[src/rtl/pipe_stall_ctrl_pkg.sv]
// Shared types and constants for the pipeline stall/flush sequencer.
package pipe_ctrl_pkg;

    localparam int unsigned REG_W       = 5;
    localparam int unsigned WAIT_CNT_W  = 8;
    localparam int unsigned TIMEOUT_DEF = 16;

    localparam logic [REG_W-1:0] REG_ZERO = 5'd0;

    // SRAM access sequencing states
    typedef enum logic [1:0] {
        IDLE = 2'd0,
        WAIT = 2'd1,
        DONE = 2'd2
    } state_e;

    // True when a producer writing dest feeds one of the consumer's sources; r0 never matches
    function automatic logic reg_match(
        input logic [REG_W-1:0] dest,
        input logic [REG_W-1:0] src1,
        input logic [REG_W-1:0] src2,
        input logic             two_src
    );
        return (dest != REG_ZERO) && ((dest == src1) || (two_src && (dest == src2)));
    endfunction

endpackage

[src/rtl/pipe_stall_ctrl_if.sv]
// Pipeline-side signal bundle between the stage datapath and the stall sequencer.
interface pipe_stall_ctrl_if
    import pipe_ctrl_pkg::*;
#(
    parameter int unsigned CNT_W = 32
);

    logic [REG_W-1:0] ID_src1;
    logic [REG_W-1:0] ID_src2;
    logic             ID_two_src;
    logic [REG_W-1:0] EXE_dest;
    logic             EXE_MEM_R_en;
    logic             EXE_WB_en;
    logic [REG_W-1:0] MEM_dest;
    logic             MEM_R_en;
    logic             MEM_W_en;
    logic             MEM_WB_en;
    logic             branch_taken;
    logic             sram_ready;

    logic             sram_req;
    logic             IF_en;
    logic             ID_en;
    logic             EXE_en;
    logic             MEM_en;
    logic             IF_flush;
    logic             ID_bubble;
    logic             mem_err;
    logic [CNT_W-1:0] stall_cycles;

    // Datapath / SRAM side
    modport master (
        output ID_src1, ID_src2, ID_two_src,
        output EXE_dest, EXE_MEM_R_en, EXE_WB_en,
        output MEM_dest, MEM_R_en, MEM_W_en, MEM_WB_en,
        output branch_taken, sram_ready,
        input  sram_req, IF_en, ID_en, EXE_en, MEM_en,
        input  IF_flush, ID_bubble, mem_err, stall_cycles
    );

    // Stall controller side
    modport slave (
        input  ID_src1, ID_src2, ID_two_src,
        input  EXE_dest, EXE_MEM_R_en, EXE_WB_en,
        input  MEM_dest, MEM_R_en, MEM_W_en, MEM_WB_en,
        input  branch_taken, sram_ready,
        output sram_req, IF_en, ID_en, EXE_en, MEM_en,
        output IF_flush, ID_bubble, mem_err, stall_cycles
    );

endinterface

[src/rtl/pipe_stall_ctrl_hazard_detect.sv]
// Data hazard detector: flags an ID instruction that must wait for an older result.
module hazard_detect
    import pipe_ctrl_pkg::*;
#(
    parameter bit FWD_EN = 1'b1
) (
    input  logic [REG_W-1:0] id_src1,
    input  logic [REG_W-1:0] id_src2,
    input  logic             id_two_src,
    input  logic [REG_W-1:0] exe_dest,
    input  logic             exe_mem_r_en,
    input  logic             exe_wb_en,
    input  logic [REG_W-1:0] mem_dest,
    input  logic             mem_wb_en,
    output logic             hz_c
);

    logic exe_hit_c;
    logic mem_hit_c;

    // With forwarding only a load in EXE stalls; without it any pending EXE/MEM writeback does
    always_comb begin
        exe_hit_c = reg_match(exe_dest, id_src1, id_src2, id_two_src);
        mem_hit_c = reg_match(mem_dest, id_src1, id_src2, id_two_src);
        hz_c      = exe_mem_r_en && exe_hit_c;
        if (!FWD_EN) begin
            hz_c = hz_c || (exe_wb_en && exe_hit_c) || (mem_wb_en && mem_hit_c);
        end
    end

endmodule

[src/rtl/pipe_stall_ctrl.sv]
// Stall/flush sequencer for the 5-stage pipeline: hazard stalls, branch flush, SRAM wait freeze.
module pipe_stall_ctrl
    import pipe_ctrl_pkg::*;
#(
    parameter bit          FWD_EN  = 1'b1,
    parameter int unsigned TIMEOUT = TIMEOUT_DEF,
    parameter int unsigned CNT_W   = 32
) (
    input  logic              clk,
    input  logic              rst,
    pipe_stall_ctrl_if.slave  bus
);

    localparam logic [WAIT_CNT_W-1:0] WAIT_LAST = WAIT_CNT_W'(TIMEOUT - 1);

    state_e                state_q,    state_d;
    logic [WAIT_CNT_W-1:0] wait_cnt_q, wait_cnt_d;
    logic                  mem_err_q,  mem_err_d;
    logic [CNT_W-1:0]      stall_q,    stall_d;

    logic mem_access_c;
    logic mem_stall_c;
    logic hz_c;
    logic if_en_c;
    logic id_en_c;
    logic exe_en_c;
    logic mem_en_c;
    logic if_flush_c;
    logic id_bubble_c;

    hazard_detect #(
        .FWD_EN (FWD_EN)
    ) u_hazard (
        .id_src1      (bus.ID_src1),
        .id_src2      (bus.ID_src2),
        .id_two_src   (bus.ID_two_src),
        .exe_dest     (bus.EXE_dest),
        .exe_mem_r_en (bus.EXE_MEM_R_en),
        .exe_wb_en    (bus.EXE_WB_en),
        .mem_dest     (bus.MEM_dest),
        .mem_wb_en    (bus.MEM_WB_en),
        .hz_c         (hz_c)
    );

    assign mem_access_c = bus.MEM_R_en || bus.MEM_W_en;

    // State, wait counter, sticky error and stall counter registers
    always_ff @(posedge clk or posedge rst) begin
        if (rst) begin
            state_q    <= IDLE;
            wait_cnt_q <= '0;
            mem_err_q  <= 1'b0;
            stall_q    <= '0;
        end else begin
            state_q    <= state_d;
            wait_cnt_q <= wait_cnt_d;
            mem_err_q  <= mem_err_d;
            stall_q    <= stall_d;
        end
    end

    // SRAM access sequencing; DONE ignores mem_access since the MEM register still holds the finished access
    always_comb begin
        state_d    = state_q;
        wait_cnt_d = wait_cnt_q;
        mem_err_d  = mem_err_q;
        case (state_q)
            IDLE: begin
                if (mem_access_c) begin
                    state_d    = WAIT;
                    wait_cnt_d = '0;
                end
            end
            WAIT: begin
                if (bus.sram_ready) begin
                    state_d = DONE;
                end else if (wait_cnt_q == WAIT_LAST) begin
                    state_d   = DONE;
                    mem_err_d = 1'b1;
                end else begin
                    wait_cnt_d = wait_cnt_q + WAIT_CNT_W'(1);
                end
            end
            DONE: begin
                state_d = IDLE;
            end
            default: begin
                state_d = IDLE;
            end
        endcase
    end

    // Stage control muxing: memory freeze > branch flush > hazard stall > free-running
    always_comb begin
        mem_stall_c = ((state_q == IDLE) && mem_access_c) || (state_q == WAIT);
        if_en_c     = 1'b1;
        id_en_c     = 1'b1;
        exe_en_c    = 1'b1;
        mem_en_c    = 1'b1;
        if_flush_c  = 1'b0;
        id_bubble_c = 1'b0;
        if (mem_stall_c) begin
            if_en_c  = 1'b0;
            id_en_c  = 1'b0;
            exe_en_c = 1'b0;
            mem_en_c = 1'b0;
        end else if (bus.branch_taken) begin
            if_flush_c  = 1'b1;
            id_bubble_c = 1'b1;
        end else if (hz_c) begin
            if_en_c     = 1'b0;
            id_bubble_c = 1'b1;
        end
    end

    // Performance counter of frozen or hazard-stalled cycles, wrapping
    always_comb begin
        stall_d = stall_q;
        if (mem_stall_c || (hz_c && !bus.branch_taken)) begin
            stall_d = stall_q + CNT_W'(1);
        end
    end

    assign bus.sram_req     = mem_stall_c;
    assign bus.IF_en        = if_en_c;
    assign bus.ID_en        = id_en_c;
    assign bus.EXE_en       = exe_en_c;
    assign bus.MEM_en       = mem_en_c;
    assign bus.IF_flush     = if_flush_c;
    assign bus.ID_bubble    = id_bubble_c;
    assign bus.mem_err      = mem_err_q;
    assign bus.stall_cycles = stall_q;

endmodule

[src/flat_wrapper.sv]
// flat-port wrapper written by rule: the top's interface ports become plain ports
module pipe_stall_ctrl_flat import pipe_ctrl_pkg::*;
#(
    parameter bit          FWD_EN  = 1'b1,
    parameter int unsigned TIMEOUT = TIMEOUT_DEF,
    parameter int unsigned CNT_W   = 32
)
  (clk, rst, bus_ID_src1, bus_ID_src2, bus_ID_two_src, bus_EXE_dest, bus_EXE_MEM_R_en, bus_EXE_WB_en, bus_MEM_dest, bus_MEM_R_en, bus_MEM_W_en, bus_MEM_WB_en, bus_branch_taken, bus_sram_ready, bus_sram_req, bus_IF_en, bus_ID_en, bus_EXE_en, bus_MEM_en, bus_IF_flush, bus_ID_bubble, bus_mem_err, bus_stall_cycles);
  pipe_stall_ctrl_if #(.CNT_W(CNT_W)) bus_i ();
  input  logic clk;
  input  logic rst;
  input wire logic [$bits(bus_i.ID_src1)-1:0] bus_ID_src1;
  input wire logic [$bits(bus_i.ID_src2)-1:0] bus_ID_src2;
  input wire logic [$bits(bus_i.ID_two_src)-1:0] bus_ID_two_src;
  input wire logic [$bits(bus_i.EXE_dest)-1:0] bus_EXE_dest;
  input wire logic [$bits(bus_i.EXE_MEM_R_en)-1:0] bus_EXE_MEM_R_en;
  input wire logic [$bits(bus_i.EXE_WB_en)-1:0] bus_EXE_WB_en;
  input wire logic [$bits(bus_i.MEM_dest)-1:0] bus_MEM_dest;
  input wire logic [$bits(bus_i.MEM_R_en)-1:0] bus_MEM_R_en;
  input wire logic [$bits(bus_i.MEM_W_en)-1:0] bus_MEM_W_en;
  input wire logic [$bits(bus_i.MEM_WB_en)-1:0] bus_MEM_WB_en;
  input wire logic [$bits(bus_i.branch_taken)-1:0] bus_branch_taken;
  input wire logic [$bits(bus_i.sram_ready)-1:0] bus_sram_ready;
  output wire logic [$bits(bus_i.sram_req)-1:0] bus_sram_req;
  output wire logic [$bits(bus_i.IF_en)-1:0] bus_IF_en;
  output wire logic [$bits(bus_i.ID_en)-1:0] bus_ID_en;
  output wire logic [$bits(bus_i.EXE_en)-1:0] bus_EXE_en;
  output wire logic [$bits(bus_i.MEM_en)-1:0] bus_MEM_en;
  output wire logic [$bits(bus_i.IF_flush)-1:0] bus_IF_flush;
  output wire logic [$bits(bus_i.ID_bubble)-1:0] bus_ID_bubble;
  output wire logic [$bits(bus_i.mem_err)-1:0] bus_mem_err;
  output wire logic [$bits(bus_i.stall_cycles)-1:0] bus_stall_cycles;
  assign bus_i.ID_src1 = bus_ID_src1;
  assign bus_i.ID_src2 = bus_ID_src2;
  assign bus_i.ID_two_src = bus_ID_two_src;
  assign bus_i.EXE_dest = bus_EXE_dest;
  assign bus_i.EXE_MEM_R_en = bus_EXE_MEM_R_en;
  assign bus_i.EXE_WB_en = bus_EXE_WB_en;
  assign bus_i.MEM_dest = bus_MEM_dest;
  assign bus_i.MEM_R_en = bus_MEM_R_en;
  assign bus_i.MEM_W_en = bus_MEM_W_en;
  assign bus_i.MEM_WB_en = bus_MEM_WB_en;
  assign bus_i.branch_taken = bus_branch_taken;
  assign bus_i.sram_ready = bus_sram_ready;
  assign bus_sram_req = bus_i.sram_req;
  assign bus_IF_en = bus_i.IF_en;
  assign bus_ID_en = bus_i.ID_en;
  assign bus_EXE_en = bus_i.EXE_en;
  assign bus_MEM_en = bus_i.MEM_en;
  assign bus_IF_flush = bus_i.IF_flush;
  assign bus_ID_bubble = bus_i.ID_bubble;
  assign bus_mem_err = bus_i.mem_err;
  assign bus_stall_cycles = bus_i.stall_cycles;
  pipe_stall_ctrl #(.FWD_EN(FWD_EN), .TIMEOUT(TIMEOUT), .CNT_W(CNT_W)) u_core (.clk(clk), .rst(rst), .bus(bus_i));
endmodule
[config.mk]
export PLATFORM = sky130hd
export DESIGN_NAME = pipe_stall_ctrl_flat
export DESIGN_NICKNAME = d
export VERILOG_FILES = /design/src/rtl/pipe_stall_ctrl_pkg.sv /design/src/rtl/pipe_stall_ctrl_if.sv /design/src/rtl/pipe_stall_ctrl_hazard_detect.sv /design/src/rtl/pipe_stall_ctrl.sv /design/src/flat_wrapper.sv
export SDC_FILE = /design/constraint.sdc
export NUM_CORES = 1
export LEC_CHECK = 0
export ABC_AREA = 0
export BUFFER_PORTS_ARGS = -buffer_cell sky130_fd_sc_hd__buf_2
export CAP_MARGIN = 20
export CORE_MARGIN = 2
export CORE_UTILIZATION = 45
export CTS_BUF_LIST = sky130_fd_sc_hd__clkbuf_8
export DETAILED_ROUTE_END_ITERATION = 10
export PLACE_DENSITY_LB_ADDON = 0.1
export SLEW_MARGIN = 20
export SYNTH_ARGS = -nofsm -noshare
export SYNTH_HDL_FRONTEND = slang
export SYNTH_SLANG_ARGS = --single-unit
[constraint.sdc]
create_clock -name clk -period 2.3 [get_ports clk]
set_clock_uncertainty 0.05 [all_clocks]
set_input_delay 0 -clock clk [delete_from_list [all_inputs] [get_ports clk]]
set_output_delay 0 -clock clk [all_outputs]
set_load 0.005 [all_outputs]
**Yosys cells after proc, flatten, opt, wreduce, memory -nomap -nowiden**

Index checks and enable logic that the tools add are counted.

- Register bits after elaboration: 43
- Input port bits: 30
- Logic and storage cells: 48

- Add/subtract/negate cells: 2
- Eq/ne operators: 8
- Multiplexer cells: 17
- Bitwise operators: 1
- Reduce and logical (&&, ||, !) cells: 16

Operators by type and width:

| kind | number |
|---|---|
| $add A32 B1 Y32 const B | 1 |
| $mux W8 | 3 |
| $pmux W8 S2 | 1 |
| $eq A5 B5 Y1 | 2 |
| $mux W1 | 9 |
| $add A8 B1 Y8 const B | 1 |
| $eq A8 B4 Y1 const B | 1 |
| $mux W2 | 3 |
| $logic_and A1 B1 Y1 | 5 |
| $reduce_bool A5 Y1 | 1 |
| $logic_or A1 B1 Y1 | 4 |
| $ne A2 B2 Y1 const B | 2 |
| $pmux W2 S2 | 1 |
| $reduce_and A4 Y1 | 1 |
| $ne A3 B2 Y1 const B | 1 |
| $reduce_and A3 Y1 | 1 |
| $eq A2 B1 Y1 const B | 1 |
| $logic_not A2 Y1 | 1 |
| $ne A2 B1 Y1 const B | 1 |
| $reduce_and A2 Y1 | 1 |
| $reduce_bool A2 Y1 | 1 |
| $logic_not A1 Y1 | 1 |
| $not A1 Y1 | 1 |

**Depth between registers and ports, before layout**

- Word-level depth: 8
- Mapped depth: 8

**Modules after synthesis**

Synthesis repeated with hierarchy kept, for this count alone.

- Cell total of the unflattened synthesis: 219
- Area total of the unflattened synthesis: 2253.4 um^2

By module, submodules not included:

| module | instances | cells an instance | area an instance (um^2) | seq. area each (um^2) |
|---|---|---|---|---|
| pipe_stall_ctrl | 1 | 202 | 2120.8 | 1076.0 |
| hazard_detect | 1 | 17 | 132.6 | 0.0 |

**Least setup slack after synthesis**

OpenSTA, ideal clock, no wires.

- Path kind: flip-flop to flip-flop
- Start point: register u_core.stall_q[2] (netlist: u_core.bus.stall_cycles[2])
- End point: register u_core.stall_q[13] (netlist: u_core.bus.stall_cycles[13])
- Data arrival time: 1.730 ns
- Data required time: 2.127 ns
- Slack: 0.396 ns
- Stages on the path, launching flop included: 8
- Buffers on the path: 1
- Cells stage by stage: dfrtp_1 > and4_1 > nand2_1 > or4_4 > o21ai_4 > buf_6 > nand4_1 > xnor2_1

- Word-level cells in the longest chain between the ends: 1

Ends and longest elaborated chain:

| what | line | source |
|---|---|---|
| start: declaration | pipe_stall_ctrl.sv:19 | `logic [CNT_W-1:0] stall_q, stall_d;` |
| start signal: assignment | pipe_stall_ctrl.sv:58 | `stall_q <= stall_d;` |
| $add A32 B1 Y32 | pipe_stall_ctrl.sv:120 | `stall_d = stall_q + CNT_W'(1);` |

Every way passes these cells.
A chain may end at the register's enable or synchronous reset.

**Worst setup path in the final report**

- Start point: register u_core.stall_q[2] (netlist: u_core.bus.stall_cycles[2])
- End point: register u_core.stall_q[25] (netlist: u_core.bus.stall_cycles[25])

Same word-level chain as after synthesis.

==> key figures <==
Cells and area
  • Area of the multi-input gates: 1050 µm²
  • Finished Layout Cells: 329
  • # diodes: 0
  • Most frequent cells in the layout: 62 x buf_2, 43 x dfrtp_1, 32 x xnor2_1, 21 x nand3_1, 13 x nand2_1
  • FF/Latch Area: 1080 µm²
  • Final nets: 306
  • Share of layout cells above drive strength 1: 30.5%
  • Commonest non-fill, non-tap cell in the layout: buf_2
  • Fill count: 417
  • Post-layout util: 57.2%
  • Area grow syn2layout: 22.6%

Setup path
  • CP peak stage delay: 0.49 ns
  • CP arrival: 2.24 ns
  • Worst Path Required: 2.44 ns
  • Cell Chain, Critical Path: and4_1 -> nand2_1 -> or4_4 -> o21ai_4 -> nand4_1 -> xnor2_1
  • Reg2reg path depth: 6
  • Reg2reg end: u_core.bus.stall_cycles[25]
  • Setup slack, reg-to-reg: 0.19 ns
  • Slowest stage cell on the critical path: or4_4
  • Crit end category: flip-flop
  • Worst path bufs/invs: 0
  • Crit-path max FO: 13
  • Critical R2R Launch: u_core.bus.stall_cycles[2]
  • Crit path max-delay family: simple AND/OR/NAND/NOR gates
  • CP Class: flip-flop to flip-flop
  • Launching element type of the critical path: flip-flop

CTS
  • Worst-Skew Late Latency: 0.29 ns
  • CTS clock-pin slew for the worst setup and hold paths: 0.08 ns
  • CTS tree: done
  • Clock buffer depth: 2
  • Clock Sink Count: 43
  • Post-CTS resize count: 0
  • Num CTS Buffers: 5
  • Root buf cell: clkbuf_8
  • # H-tree levels: 2

Timing
  • Hold Fails Final Rpt: 0
  • Hold WS: 0.101 ns
  • Tcrit/Tclk final: 91.6%
  • Endpoints failing setup: 0
  • Fmax: 475 MHz
  • Actual slew at the worst max-slew pin: 0.528 ns
  • Slew HR: 64.8%
  • RSZ-0062 raised after global routing: no
  • Min Tclk post-route: 2.11 ns
  • Max Slew Vio Count: 0
  • Setup TNS: 0 ns

Routing
  • Vias/cell: 5.12
  • Routed Wire Length: 4280 µm
  • Post-route ant nets: 0
  • Drt drc: 0
  • Initial DRC count: 56
  • Average wire per standard cell: 13.0 µm
  • Router iterations before antenna repair: 5
  • Via count: 1683

Synth
  • Post-Synthesis Cells: 203
  • Ys Warns: 0
  • Syn Nets: 235
  • Avg Inst Size Synth: 10.8 µm²
  • Cell Area, Synth: 2190 µm²
  • Top cell type's share of synthesized area: 49.1%
  • Yosys reg bits: 43
  • Top cells by area, synth: dfrtp_1 49%, xnor2_1 13%, nand3_1 4.8%
  • Synth unique cells: 31
  • Largest area contributor in the netlist: dfrtp_1
  • Seq/Total Area, Yosys: 49.1%

Global routing
  • Pin count of the biggest net entering global routing: 44
  • Vias in the first global route: 1566
  • First-pass GRT wire length: 7220 µm
  • Total track usage: 17.2%
  • Total gr overflow: 0
  • Initial antenna violation count: 0

Pwr
  • Pwr Density: 738 nW/µm²
  • Static leakage: 1.30 nW
  • Worst-case vdd ir drop: 0.546 mV

Floorplan
  • Die X: 73.8 µm
  • Core region area: 4690 µm²
  • Die ar.: 5440 µm²
  • I/O pin count: 70
  • Initial core utilization: 46.7%
  • Placement row count: 25
  • Die Y: 73.8 µm

Min path
  • Worst hold path endpoint: u_core.bus.stall_cycles[0]
  • Min-Delay Path Class: input port to flip-flop
  • Beginning of the worst hold path: bus_branch_taken
  • WHS Path Cells: 3

Place
  • Placed cell count: 319
  • Port bufs: 62
  • Routability cong.: 0.696
  • Detail Placement HPWL: 3130 µm

Status
  • Status: completed

Job
  • Max-capacitance violation count: 0
[per-stage QoR]
stage                     total power [W]  area [µm²]  setup WS, ns
after floorplan                   0.00127        2190         0.396
after global placement            0.00146        2560         0.218
after detailed placement          0.00147        2560         0.187
after CTS                         0.00201        2680         0.156
after global routing              0.00212        2680        0.0390
final                             0.00198        2680         0.193
[how the worst max path moves through the flow]
stage                                     startpoint                          end  slack (ns)  depth (start not counted)
after floorplan           u_core.bus.stall_cycles[2]  u_core.bus.stall_cycles[13]        0.40                          7
after detailed placement  u_core.bus.stall_cycles[2]  u_core.bus.stall_cycles[25]        0.19                          6
after CTS                 u_core.bus.stall_cycles[2]  u_core.bus.stall_cycles[25]        0.16                          6
after global routing      u_core.bus.stall_cycles[2]  u_core.bus.stall_cycles[19]        0.04                          6
final                     u_core.bus.stall_cycles[2]  u_core.bus.stall_cycles[25]        0.19                          6
after global placement    u_core.bus.stall_cycles[2]  u_core.bus.stall_cycles[25]        0.22                          6
[power breakdown]
part	leakage (nW)	total [W]	internal, W	switching [W]
Combinational	0.675	0.000490	0.000235	0.000255
Sequential	0.580	0.000963	0.000851	0.000112
Clock	0.0505	0.000527	0.000273	0.000254
[worst reg2reg max path, stage by stage (launching register included)]
cell     delay, ns
dfrtp_1       0.45
and4_1        0.26
nand2_1       0.08
or4_4         0.49
o21ai_4       0.35
nand4_1       0.17
xnor2_1       0.15
[synthesized netlist by cell type (all sizes together)]
cell type  count
dfrtp         43
xnor2         32
nand3         21
nand2         13
nand4         12
nor2          12
xor2          11
o21ai         10
inv            8
nor3           5
or3            5
a21oi          4
and3           4
buf            4
and4           3
or4            3
ha             2
nor2b          2
nor4           2
o31ai          2
a21o           1
a32oi          1
and2           1
mux2           1
o21a           1
[layout make-up]
type	instances	share of cell area, %
sequential	43	40.1
multi-input combinational	148	39.0
timing repair buffer	68	13.4
clock buffer	7	3.59
tap	54	2.52
inverter	8	1.12
clock inverter	1	0.280
[routing by layer]
layer	up-vias	track usage (%)	share of wire, %
met3	5	4.12	4.6
met5	-	0	0
met1	787	23.9	48
met2	41	26.6	46
met4	0	5.45	1.4
li1	850	-	-
[what timing repair did]
item | 4_1_cts | 5_1_grt
hold buffers | 2 | 0
buffers inserted | 0 | 0
hold endpoints to repair | 44 | 0
[cells by family after synthesis]
family	synth area share [%]
flops	49.1
mux	0.514
xor+xnor	17.2
buf+inv	3.09
fa+ha+maj	1.14
simple gates	21.3
compound gates	7.60
[state kept, by name, summed over array words and instances (netlist names)]
signal,count
u_core.state_q,2
u_core.bus.stall_cycles,32
u_core.wait_cnt_q,8
u_core.bus.mem_err,1
Power figures use the tool's default switching activity.
